[config.mk]
export PLATFORM = sky130hd
export DESIGN_NAME = instr_mem_loader
export DESIGN_NICKNAME = d
export VERILOG_FILES = /design/src/rtl/instr_mem_loader.sv
export SDC_FILE = /design/constraint.sdc
export NUM_CORES = 1
export LEC_CHECK = 0
export CAP_MARGIN = 0
export CORE_MARGIN = 2
export CORE_UTILIZATION = 35
export CTS_BUF_LIST = sky130_fd_sc_hd__clkbuf_4 sky130_fd_sc_hd__clkbuf_8
export DETAILED_ROUTE_END_ITERATION = 16
export PLACE_DENSITY_LB_ADDON = 0.12
export SYNTH_ARGS = -nofsm -noshare
export SYNTH_HDL_FRONTEND = slang
export SYNTH_SLANG_ARGS = --single-unit
[constraint.sdc]
create_clock -name clk -period 3.7 [get_ports clk]
set_input_delay 0.37 -clock clk [delete_from_list [all_inputs] [get_ports clk]]
set_output_delay 0.37 -clock clk [all_outputs]
set_load 0.02 [all_outputs]
[src/rtl/instr_mem_loader.sv]
// instr_mem_loader: streams 32-bit words into a byte-wide instruction memory, holding the cpu until loaded
module instr_mem_loader #(
  parameter int ADDRESS_WIDTH = 32,
  parameter int DATA_WIDTH = 32,
  parameter int unsigned BASE_ADDR = 0,
  parameter int unsigned MEM_BYTES = 65536
) (
  input  logic clk,
  input  logic rst,
  input  logic start,
  input  logic word_valid,
  input  logic [DATA_WIDTH-1:0] word_data,
  input  logic word_last,
  output logic word_ready,
  output logic mem_we,
  output logic [ADDRESS_WIDTH-1:0] mem_addr,
  output logic [7:0] mem_wdata,
  output logic busy,
  output logic done,
  output logic error,
  output logic cpu_hold,
  output logic [15:0] word_count
);
  typedef enum logic [2:0] {IDLE, ACCEPT, WRITE, DONE, ERROR} state_t;
  localparam logic [ADDRESS_WIDTH-1:0] LAST_PTR = ADDRESS_WIDTH'(MEM_BYTES - 4);
  state_t state, state_nxt;
  logic [ADDRESS_WIDTH-1:0] ptr;
  logic [1:0] byte_idx;
  logic [1:0] nxt_idx;
  logic [DATA_WIDTH-1:0] word;
  logic last;
  logic ovf;
  logic can_start;
  assign nxt_idx = byte_idx + 2'd1;
  assign ovf = ptr > LAST_PTR;
  assign can_start = (state == IDLE) || (state == DONE) || (state == ERROR);
  always_ff @(posedge clk)
    if (rst) state <= IDLE;
    else state <= state_nxt;
  always_comb begin
    state_nxt = state;
    case (state)
      IDLE, DONE, ERROR: state_nxt = start ? ACCEPT : state;
      ACCEPT: state_nxt = !word_valid ? ACCEPT : ovf ? ERROR : WRITE;
      WRITE: state_nxt = byte_idx != 2'd3 ? WRITE : last ? DONE : ACCEPT;
      default: state_nxt = IDLE;
    endcase
  end
  // mem_addr/mem_wdata are loaded one edge ahead so they hold once writing stops
  always_ff @(posedge clk) begin
    if (rst) begin
      ptr <= '0;
      byte_idx <= '0;
      word <= '0;
      last <= 1'b0;
      mem_addr <= '0;
      mem_wdata <= '0;
      word_count <= '0;
    end else if (can_start && start) begin
      ptr <= ADDRESS_WIDTH'(BASE_ADDR);
      word_count <= '0;
    end else if (state == ACCEPT && word_valid) begin
      word <= word_data;
      last <= word_last;
      byte_idx <= '0;
      if (!ovf) begin
        mem_addr <= ptr;
        mem_wdata <= word_data[7:0];
      end
    end else if (state == WRITE) begin
      byte_idx <= nxt_idx;
      if (byte_idx == 2'd3) begin
        ptr <= ptr + ADDRESS_WIDTH'(4);
        word_count <= word_count + 16'd1;
      end else begin
        mem_addr <= ptr + ADDRESS_WIDTH'(nxt_idx);
        mem_wdata <= word[{nxt_idx, 3'b000} +: 8];
      end
    end
  end
  assign word_ready = state == ACCEPT;
  assign mem_we = state == WRITE;
  assign busy = (state == ACCEPT) || (state == WRITE);
  assign done = state == DONE;
  assign error = state == ERROR;
  assign cpu_hold = state != DONE;
endmodule

==> impl_metrics.env <==
export IMPL_clock_power_share=0.480
export IMPL_combPwrFrac=0.080
export IMPL_ys_ff_latch=124
export IMPL_numCtsBuffers=17
export IMPL_cts_tree="yes"
export IMPL_status="complete, no violations"
export IMPL_via_per_inst=5.06
export IMPL_crit_type="flip-flop to flip-flop"
export IMPL_synth_async_reset_ratio=0
export IMPL_start_util=0.355
export IMPL_path_max_fanout=16
export IMPL_fin_crit_ns=2.85
export IMPL_ioPinCount=99
export IMPL_synth_area_mm2=0.00561
export IMPL_antenna_cells=0
export IMPL_yosys_area_top_type="dfxtp_1"
export IMPL_setup_viol=0
export IMPL_sw_frac_of_total=0.230
export IMPL_fin_crit_sh=0.770
export IMPL_critPathMaxStageDelay_ns=0.68
export IMPL_hpwl_mm=9.52
export IMPL_clk_path_buf_depth=2
export IMPL_critPathArrivalTime_ns=3.23
export IMPL_ys_types=50
export IMPL_wl_per_cell_um=14.6
export IMPL_final_cell_count_no_fill=956
export IMPL_max_freq_mhz=351
export IMPL_yosysWarnings=0
export IMPL_slew_violations=0
export IMPL_dp_cells=925
export IMPL_cts_resized_gates=0
export IMPL_grt_use_total=0.172
export IMPL_synth_ff_type="dfxtp_1"
export IMPL_syn_to_final_growth_pct=29.5
export IMPL_crit_chain="ha_1, and4bb_2, nand2_1, or4_1, a21oi_1"
export IMPL_final_antenna_net_count=0
export IMPL_seqPwrFrac=0.441
export IMPL_setup_tns_ns=0
export IMPL_io_buffers=98
export IMPL_synth_top_area_share=0.443
export IMPL_dpl_cell_area_mm2=0.00676
export IMPL_nFillCells=1582
export IMPL_yosysSeqAreaShare=0.443
export IMPL_hold_ws_ns=0.457
export IMPL_slew_headroom=0.487
export IMPL_grt_max_degree=65
export IMPL_postLayoutCoreUtil=0.460
export IMPL_clkTransAtPathRegs_ns=0.08
export IMPL_die_x_um=131
export IMPL_drive_gt1_frac=0.0932
export IMPL_final_area_mm2=0.00726
export IMPL_p_sw_uw=720
export IMPL_max_cap_violations=0
export IMPL_rows=46
export IMPL_rsz0062_at_grt="no"
export IMPL_drt_iter0_markers=279
export IMPL_antenna_found_initial=0
export IMPL_cts_sinks=124
export IMPL_endpoint_kind="flip-flop"
export IMPL_tightest_slew_ns=0.767
export IMPL_place_congestion=0.807
export IMPL_cellLeakagePower_nw=2.48
export IMPL_postCtsSetupBuffers=0
export IMPL_place_ws_ns=0.881
export IMPL_totalWireLength_mm=14.0
export IMPL_p_int_mw=2.41
export IMPL_cts_root_buf="clkbuf_8"
export IMPL_ctsHoldBuffers=0
export IMPL_first_pass_iters=5
export IMPL_p_per_area_mw_per_mm2=431
export IMPL_vdd_drop_max_mv=0.227
export IMPL_clk_latency_ns=0.45
export IMPL_grt_pass1_wl_mm=23.0
export IMPL_hp_class="flip-flop to flip-flop"
export IMPL_layout_setup_ws_ns=0.849
export IMPL_vias=4841
export IMPL_syn_area_per_cell_um2=8.58
export IMPL_grt_overflow_total=0
export IMPL_drcViolationCount=0
export IMPL_start_kind="flip-flop"
export IMPL_final_net_count=768
export IMPL_grt_pass1_vias=4548
export IMPL_synthCells=653
export IMPL_total_power_mw=3.13
export IMPL_die_height_um=131
export IMPL_die_area_mm2=0.0170
export IMPL_synth_nets=693
export IMPL_finalClockSkew_ns=0.0119
export IMPL_synth_edff_count=0
export IMPL_crit_slowest_cell="dfxtp_1"
export IMPL_coreArea_mm2=0.0158
export IMPL_crit_required_ns=4.08
export IMPL_h_tree_depth=4
export IMPL_hold_viol=0
export IMPL_synth_area_leaders="dfxtp_1, nand2_1, mux2i_1, a21oi_1, mux4_2"
-- state kept, by name, indices dropped and copies added, names as in the netlist --
name,cells
ptr,30
mem_addr,32
state,3
last,1
word,32
byte_idx,2
word_count,16
mem_wdata,8
-- power by group through the flow --
stage	combinational [mW]	clock, mW	sequential, mW
final	0.249	1.50	1.38
after global routing	0.271	1.60	1.38
after CTS	0.253	1.53	1.38
after detailed placement	0.252	0	1.41
after global placement	0.249	0	1.41
after floorplan	0.147	0	1.41
-- cell usage in the layout (no fill, tap or decap), drive strengths merged, types with 8 or more instances in the layout --
cell type,synthesis,layout
o21ai,19,19
a21oi,63,63
nand3b,8,8
mux2,8,8
nor3,10,10
nor2,28,28
nand2,146,146
xnor2,10,10
clkdlybuf4s50,0,98
dfxtp,124,124
mux4,8,8
nand3,23,23
clkbuf,39,17
o31ai,9,9
xor2,8,8
inv,8,10
mux2i,46,46
or4,13,13
nor4,10,10
nand4,17,17
-- logic make-up after synthesis --
kind of cell	Yosys count	share of synthesized area
AOI/OAI and AO/OA	98	0.0962
xor gates and xnor gates	18	0.0281
adders and majority gates	3	0.00670
buffers and inverters	58	0.0408
DFF	124	0.443
muxes	62	0.130
and+or+nand+nor	290	0.255
-- Yosys cell counts, drive strengths merged, types with 2 or more instances --
cell / instances
nand4: 17
or4: 13
and3: 4
or2: 3
and4: 3
inv: 8
nor3: 10
nand3b: 8
dfxtp: 124
mux2: 8
mux2i: 46
xnor2: 10
and2: 6
a32o: 2
nand4b: 2
o31ai: 9
nor4: 10
ha: 3
clkbuf: 39
a21oi: 63
nand3: 23
mux4: 8
a22oi: 3
nand2b: 3
o21ai: 19
buf: 10
nor2: 28
nand2: 146
xor2: 8
or3: 7
-- worst paths after layout --
path	end	from	slack [ns]	cells past startpoint
worst min-delay path	mem_addr[18]	mem_addr[18]	0.46	2
worst max register to register	ptr[27]	byte_idx[0]	0.85	5
worst min register to register	mem_addr[18]	mem_addr[18]	0.46	2
worst max-delay path	ptr[27]	byte_idx[0]	0.85	5
-- routing by layer --
metal,up-vias,share of wire,global-route usage
li1,2438,-,-
met1,2290,0.47,0.228
met2,101,0.47,0.270
met3,12,0.045,0.0517
met4,0,0.012,0.0588
met5,-,0,0
-- layout make-up --
cell class                 instances  area, µm²  share of cell area
clock buffer                      17        234              0.0322
clock inverter                    14        268              0.0369
inverter                           9       33.8             0.00465
multi-input combinational        471       2930               0.403
sequential                       124       2480               0.342
tap                              216        270              0.0372
timing repair buffer             105       1050               0.144
-- worst max-delay path, delay by kind of cell (launching register included) --
family,cells,cell delay [ns]
flops,1,0.68
compound gates,1,0.16
fa+ha+maj,1,0.44
simple gates,3,1.50
No activity file was read; power rests on OpenSTA's default activity.
